## config.mk

```make
export PLATFORM = sky130hd
export DESIGN_NAME = ram_arbiter
export DESIGN_NICKNAME = d
export VERILOG_FILES = /design/src/rtl/ram_arb_pkg.sv /design/src/rtl/rr_arbiter2.sv /design/src/rtl/ram_arbiter.sv
export SDC_FILE = /design/constraint.sdc
export NUM_CORES = 2
export LEC_CHECK = 0
export BUFFER_PORTS_ARGS = -buffer_cell sky130_fd_sc_hd__buf_2
export CORE_AREA = 5 5 667 669
export CTS_CLUSTER_DIAMETER = 50
export DETAILED_ROUTE_END_ITERATION = 7
export DIE_AREA = 0 0 672 674
export PLACE_DENSITY_LB_ADDON = 0.25
export SLEW_MARGIN = 40
export SYNTH_ARGS = -nofsm -noshare
export SYNTH_HDL_FRONTEND = slang
export SYNTH_HIERARCHICAL = 1
export SYNTH_SLANG_ARGS = --single-unit
```

## constraint.sdc

```tcl
create_clock -name clk -period 5.1 [get_ports clk]
set_clock_uncertainty 0.05 [all_clocks]
set_input_delay 1.02 -clock clk [delete_from_list [all_inputs] [get_ports clk]]
set_output_delay 1.02 -clock clk [all_outputs]
set_load 0.005 [all_outputs]
```

## src/rtl/ram_arb_pkg.sv

```systemverilog
// Shared types and default widths for the 256-bit data RAM arbiter.
package ram_arb_pkg;

  localparam int DEF_ADDR_W = 32;
  localparam int DEF_DATA_W = 256;
  localparam int DEF_RD_LAT = 2;

  typedef enum logic [2:0] {
    IDLE,
    ISSUE,
    WAIT,
    CAPTURE,
    RESP
  } state_t;

  typedef enum logic {
    PORT_CPU  = 1'b0,
    PORT_HOST = 1'b1
  } port_t;

endpackage

```

## src/rtl/rr_arbiter2.sv

```systemverilog
// Two-way round-robin pick, purely combinational (zero latency).
// Never stalls; a lone requester always wins, ties go to the port not granted last.
module rr_arbiter2
  import ram_arb_pkg::*;
(
  input  logic [1:0] req,
  input  port_t      last_grant,
  output logic       gnt_vld,
  output port_t      gnt
);

  always_comb begin
    gnt_vld = |req;
    gnt     = PORT_CPU;
    if (req == 2'b11) begin
      gnt = (last_grant == PORT_CPU) ? PORT_HOST : PORT_CPU;
    end else if (req == 2'b10) begin
      gnt = PORT_HOST;
    end
  end

endmodule

```

## src/rtl/ram_arbiter.sv

```systemverilog
// Serialises cpu/host accesses onto one RAM port; writes done in cycle 1, reads in 2+RD_LAT.
// Backpressure: a requester holds req (cpu sees cpu_stall) until its one-cycle done pulse.
module ram_arbiter
  import ram_arb_pkg::*;
#(
  parameter int ADDR_W = DEF_ADDR_W,
  parameter int DATA_W = DEF_DATA_W,
  parameter int BE_W   = DATA_W / 8,
  parameter int RD_LAT = DEF_RD_LAT
) (
  input  logic              clk,
  input  logic              reset,

  input  logic              cpu_req,
  input  logic              cpu_we,
  input  logic [ADDR_W-1:0] cpu_addr,
  input  logic [BE_W-1:0]   cpu_be,
  input  logic [DATA_W-1:0] cpu_wdata,
  output logic [DATA_W-1:0] cpu_rdata,
  output logic              cpu_done,
  output logic              cpu_stall,

  input  logic              host_req,
  input  logic              host_we,
  input  logic [ADDR_W-1:0] host_addr,
  input  logic [BE_W-1:0]   host_be,
  input  logic [DATA_W-1:0] host_wdata,
  output logic [DATA_W-1:0] host_rdata,
  output logic              host_done,

  output logic [ADDR_W-1:0] address_RAM,
  output logic [BE_W-1:0]   byteena_RAM,
  output logic [DATA_W-1:0] writeData_RAM,
  input  logic [DATA_W-1:0] readData_RAM,
  output logic              rden_RAM,
  output logic              wren_RAM,
  output logic              busy
);

  // WAIT covers RD_LAT-1 cycles; the counter is preloaded with one less than that.
  localparam logic [2:0] WAIT_PRELOAD = (RD_LAT > 1) ? 3'(RD_LAT - 2) : 3'd0;

  state_t            state;
  port_t             grant;
  port_t             last_grant;
  logic              is_write;
  logic [2:0]        wait_cnt;

  logic              gnt_vld;
  port_t             gnt;

  logic              sel_we;
  logic [ADDR_W-1:0] sel_addr;
  logic [BE_W-1:0]   sel_be;
  logic [DATA_W-1:0] sel_wdata;

  rr_arbiter2 u_rr (
    .req        ({host_req, cpu_req}),
    .last_grant (last_grant),
    .gnt_vld    (gnt_vld),
    .gnt        (gnt)
  );

  always_comb begin
    if (gnt == PORT_HOST) begin
      sel_we    = host_we;
      sel_addr  = host_addr;
      sel_be    = host_be;
      sel_wdata = host_wdata;
    end else begin
      sel_we    = cpu_we;
      sel_addr  = cpu_addr;
      sel_be    = cpu_be;
      sel_wdata = cpu_wdata;
    end
  end

  assign cpu_stall = cpu_req & ~cpu_done;

  always_ff @(posedge clk) begin
    if (reset) begin
      state         <= IDLE;
      grant         <= PORT_CPU;
      last_grant    <= PORT_HOST;
      is_write      <= 1'b0;
      wait_cnt      <= 3'd0;
      address_RAM   <= '0;
      byteena_RAM   <= '0;
      writeData_RAM <= '0;
      rden_RAM      <= 1'b0;
      wren_RAM      <= 1'b0;
      cpu_rdata     <= '0;
      host_rdata    <= '0;
      cpu_done      <= 1'b0;
      host_done     <= 1'b0;
      busy          <= 1'b0;
    end else begin
      rden_RAM    <= 1'b0;
      wren_RAM    <= 1'b0;
      byteena_RAM <= '0;
      cpu_done    <= 1'b0;
      host_done   <= 1'b0;

      case (state)
        IDLE: begin
          if (gnt_vld) begin
            state         <= ISSUE;
            busy          <= 1'b1;
            grant         <= gnt;
            last_grant    <= gnt;
            is_write      <= sel_we;
            address_RAM   <= sel_addr;
            writeData_RAM <= sel_wdata;
            if (sel_we) begin
              // Writes complete as they issue, so done lines up with wren.
              wren_RAM    <= 1'b1;
              byteena_RAM <= sel_be;
              if (gnt == PORT_HOST) host_done <= 1'b1;
              else                  cpu_done  <= 1'b1;
            end else begin
              rden_RAM    <= 1'b1;
              byteena_RAM <= '1;
            end
          end
        end

        ISSUE: begin
          if (is_write) begin
            state <= IDLE;
            busy  <= 1'b0;
          end else if (RD_LAT == 1) begin
            state <= CAPTURE;
          end else begin
            state    <= WAIT;
            wait_cnt <= WAIT_PRELOAD;
          end
        end

        WAIT: begin
          if (wait_cnt == 3'd0) state <= CAPTURE;
          else                  wait_cnt <= wait_cnt - 3'd1;
        end

        CAPTURE: begin
          state <= RESP;
          if (grant == PORT_HOST) begin
            host_rdata <= readData_RAM;
            host_done  <= 1'b1;
          end else begin
            cpu_rdata <= readData_RAM;
            cpu_done  <= 1'b1;
          end
        end

        RESP: begin
          state <= IDLE;
          busy  <= 1'b0;
        end

        default: begin
          state <= IDLE;
          busy  <= 1'b0;
        end
      endcase
    end
  end

endmodule
```

==> impl_metrics.prom <==
# TYPE chip_impl_metric gauge
chip_impl_info{name="outcome",value="completed"} 1
chip_impl_info{name="timing.setup.critical_path_class",value="flop to flop"} 1
chip_impl_info{name="synthFlopType",value="sky130_fd_sc_hd__dfxtp_1"} 1
chip_impl_metric{name="period_share",unit="%"} 54.2
chip_impl_info{name="synth.top_cells.by_area",value="sky130_fd_sc_hd__dfxtp_1 54%, sky130_fd_sc_hd__nand2_1 12%, sky130_fd_sc_hd__mux2i_1 9.2%"} 1
chip_impl_metric{name="synth_sequential_area_ratio",unit="%"} 53.6
chip_impl_metric{name="per_instance_average_area_after_synthesis",unit="µm²"} 8.59
chip_impl_metric{name="final_max_slew_viol_count",unit=""} 0
chip_impl_metric{name="fraction_of_final_layout_cells_with_drive_strength_greater_than_1",unit="%"} 38.4
chip_impl_metric{name="dp_hpwl",unit="µm"} 249000
chip_impl_metric{name="detail_route.wl_per_cell",unit="µm"} 26.0
chip_impl_info{name="worst_hold_startpoint",value="readData_RAM[16]"} 1
chip_impl_info{name="timing.rr.end",value="cpu_rdata[10]"} 1
chip_impl_info{name="cts_tree",value="built"} 1
chip_impl_metric{name="fillerInstances",unit=""} 50800
chip_impl_metric{name="timing.reg2reg.setup_slack",unit="ns"} 2.34
chip_impl_metric{name="drt_first_iter_violations",unit=""} 1982
chip_impl_metric{name="gpl.final_weighted_congestion",unit=""} 0.931
chip_impl_metric{name="synthesis_warnings",unit=""} 6
chip_impl_info{name="r2r-start",value="state[0]"} 1
chip_impl_metric{name="grt.total_usage",unit="%"} 12.2
chip_impl_info{name="rsz0062_at_grt",value="false"} 1
chip_impl_metric{name="synth_area",unit="mm²"} 0.0316
chip_impl_metric{name="max_slew.worst_pin.slew",unit="ns"} 0.869
chip_impl_metric{name="first_global_vias",unit=""} 33300
chip_impl_metric{name="setup_tns_final",unit="ns"} 0
chip_impl_info{name="cpMaxStageDelayCell",value="sky130_fd_sc_hd__dfxtp_1"} 1
chip_impl_metric{name="std_cell_rows",unit=""} 243
chip_impl_metric{name="cts_hold_repair.buffers",unit=""} 0
chip_impl_info{name="buffer_cell_driving_the_clock_tree_root",value="sky130_fd_sc_hd__clkbuf_16"} 1
chip_impl_metric{name="htree_levels",unit=""} 4
chip_impl_metric{name="synth.ff_latch_count",unit=""} 846
chip_impl_metric{name="net_count_of_the_mapped_netlist",unit=""} 4585
chip_impl_metric{name="dp_slack",unit="ns"} 1.90
chip_impl_info{name="end_kind",value="flop"} 1
chip_impl_metric{name="vias",unit=""} 34600
chip_impl_metric{name="post_drt_via_cell_ratio",unit=""} 3.06
chip_impl_info{name="crit_chain",value="nor4bb_4, buf_4, buf_12, nand2_1, a21oi_1"} 1
chip_impl_info{name="post_synth_most_frequent_cells",value="1030 x sky130_fd_sc_hd__nand2_1, 846 x sky130_fd_sc_hd__dfxtp_1, 516 x sky130_fd_sc_hd__a21oi_1, 329 x sky130_fd_sc_hd__nor2_1, 290 x sky130_fd_sc_hd__mux2i_1"} 1
chip_impl_metric{name="p_per_area",unit="mW/mm²"} 411
chip_impl_metric{name="initial_core_util",unit="%"} 7.22
chip_impl_metric{name="clk_pin_slew_worst_paths",unit="ns"} 0.06
chip_impl_metric{name="syn-instance-count",unit=""} 3681
chip_impl_metric{name="critPathMaxStageDelay",unit="ns"} 0.69
chip_impl_metric{name="core",unit="mm²"} 0.438
chip_impl_metric{name="power.ir.vdd_worst",unit="V"} 0.000241
chip_impl_metric{name="postLayoutCoreUtil",unit="%"} 12.1
chip_impl_metric{name="synth_top_cell_area_share",unit="%"} 53.6
chip_impl_metric{name="cts_setup_buffers",unit=""} 0
chip_impl_metric{name="synthToLayoutAreaGrowth",unit="%"} 67.2
chip_impl_metric{name="finalPower",unit="mW"} 21.7
chip_impl_metric{name="worstPathMaxFanout",unit=""} 83
chip_impl_metric{name="largest_net_degree_at_the_start_of_global_routing",unit=""} 151
chip_impl_metric{name="drt_pass1_iterations",unit=""} 5
chip_impl_info{name="type_of_the_most_critical_hold_path",value="input port to flop"} 1
chip_impl_metric{name="clock-sinks",unit=""} 846
chip_impl_metric{name="cp.arrival",unit="ns"} 3.44
chip_impl_metric{name="floorplan.io_pins",unit=""} 1740
chip_impl_metric{name="layout_setup_ws",unit="ns"} 2.34
chip_impl_metric{name="finish.net_count",unit=""} 6250
chip_impl_metric{name="die_h",unit="µm"} 674
chip_impl_metric{name="multi_input_area",unit="mm²"} 0.0133
chip_impl_metric{name="report.final.setup_viol",unit=""} 0
chip_impl_metric{name="synth.distinct_cells",unit=""} 34
chip_impl_metric{name="timing.final.hold_violations",unit=""} 0
chip_impl_metric{name="timing.critical_path.required",unit="ns"} 5.78
chip_impl_metric{name="number_of_synthesized_flops_with_an_enable_pin",unit=""} 0
chip_impl_metric{name="worst_skew_pair.late_latency",unit="ns"} 0.81
chip_impl_info{name="cp-start-kind",value="flop"} 1
chip_impl_metric{name="cap_viol_max_count",unit=""} 0
chip_impl_metric{name="cts_inserted_buffers",unit=""} 166
chip_impl_metric{name="detail_route.drc_violations",unit=""} 0
chip_impl_metric{name="leakage",unit="nW"} 21.6
chip_impl_metric{name="global_route.overflow_total",unit=""} 0
chip_impl_metric{name="layout_min_cycle_time",unit="ns"} 2.76
chip_impl_metric{name="floorplan.die_area",unit="mm²"} 0.453
chip_impl_info{name="whs_endpoint",value="host_rdata[16]"} 1
chip_impl_metric{name="asyncSetResetFlopFracSynth",unit="%"} 0
chip_impl_metric{name="grt_antenna_before_repair",unit=""} 262
chip_impl_metric{name="wirelength",unit="µm"} 294000
chip_impl_metric{name="clk_path_buf_depth",unit=""} 4
chip_impl_metric{name="timing.max_slew.rel_slack",unit="%"} 42.1
chip_impl_metric{name="regArea",unit="mm²"} 0.0169
chip_impl_info{name="most_frequent_cell_after_synthesis",value="sky130_fd_sc_hd__nand2_1"} 1
chip_impl_metric{name="post_cts.resized_instances",unit=""} 0
chip_impl_metric{name="antenna_left",unit=""} 0
chip_impl_metric{name="grt_first_pass_wirelength",unit="µm"} 365000
chip_impl_metric{name="fp.dieW",unit="µm"} 672
chip_impl_metric{name="max_clk_rate",unit="GHz"} 0.362
chip_impl_metric{name="rr_worst_depth",unit=""} 5
chip_impl_metric{name="numPortBuffers",unit=""} 1739
chip_impl_info{name="synth_largest_area_cell",value="sky130_fd_sc_hd__dfxtp_1"} 1
chip_impl_metric{name="whs_path_depth",unit=""} 3
## cell type report
type	instances	share of cell area, %
Clock buffer	203	8.41
Inverter	3	0.0213
Timing Repair Buffer	1812	18.0
Sequential cell	846	32.0
Antenna cell	55	0.260
Multi-Input combinational cell	2517	25.1
Clock inverter	94	2.49
Tap cell	5757	13.6
## layer usage
metal  global-route usage, %  share of wire, %  vias to the layer above
met3                    5.33               9.9                      738
met1                    13.1                36                    16200
met2                    21.5                49                     1695
met4                    4.06               4.4                       62
li1                        -                 -                    15900
met5                       0              0.15                        -
## kinds of logic after synthesis
| kind of cell | Yosys count | synth area share [%] |
|---|---|---|
| and+or+nand+nor | 1380 | 16.7 |
| DFF | 846 | 53.6 |
| muxes | 293 | 9.29 |
| AOI/OAI and AO/OA | 842 | 15.8 |
| adders and majority gates | 2 | 0.0792 |
| buffers and inverters | 318 | 4.56 |
## sequential cells by signal, indices dropped and copies added, names as in the netlist, 3 cells and up
| name | flops |
|---|---|
| state | 3 |
| byteena_RAM | 32 |
| wait_cnt | 3 |
| cpu_rdata | 256 |
| address_RAM | 32 |
| host_rdata | 256 |
| writeData_RAM | 256 |
## report_power, final
group          total [mW]  internal (mW)  switching (mW)
sequential           7.31           7.05           0.258
combinational        2.84           1.04            1.80
clock                11.6           7.33            4.23
## metrics by stage
| stage | instance area (µm²) | hold WS, ns | std cells |
|---|---|---|---|
| after detailed placement | 46900 | 0.393 | 10900 |
| after floorplan | 31600 | 0.387 | 3681 |
| after global placement | 46900 | 0.390 | 10900 |
| after CTS | 52700 | 0.220 | 11200 |
| final | 52900 | 0.374 | 11300 |
| after global routing | 52800 | 0.278 | 11300 |
## how the worst max path moves through the flow
stage	slack, ns	cells after the start	start	end
detailed placement	1.90	6	cpu_req	writeData_RAM[141]
finish	2.34	5	state[0]	cpu_rdata[10]
floorplan	2.83	7	host_req	byteena_RAM[10]
global placement	1.92	6	cpu_req	writeData_RAM[141]
global route	2.11	5	state[2]	host_rdata[212]
CTS	2.25	1	cpu_rdata[222]	cpu_rdata[222]
## critical path: cells and delay by family, from the launching register on
kind                   cells  cell delay (ns)
and+or+nand+nor            2             0.74
buffers and inverters      2             0.73
AOI/OAI and AO/OA          1             0.19
DFF                        1             0.69
## cells in the final DEF (no fill, tap or decap), types with 23 or more instances in the layout
cell / count
sky130_fd_sc_hd__buf_4: 51
sky130_fd_sc_hd__buf_2: 1738
sky130_fd_sc_hd__a21oi_1: 516
sky130_fd_sc_hd__nand2_1: 1030
sky130_fd_sc_hd__nor2_1: 329
sky130_fd_sc_hd__clkbuf_1: 23
sky130_fd_sc_hd__mux2i_1: 290
sky130_fd_sc_hd__clkinv_2: 23
sky130_fd_sc_hd__diode_2: 55
sky130_fd_sc_hd__clkbuf_16: 167
sky130_fd_sc_hd__o22ai_1: 32
sky130_fd_sc_hd__a211oi_1: 288
sky130_fd_sc_hd__dfxtp_1: 846
Note: power is estimated with default switching activity, not from simulation.
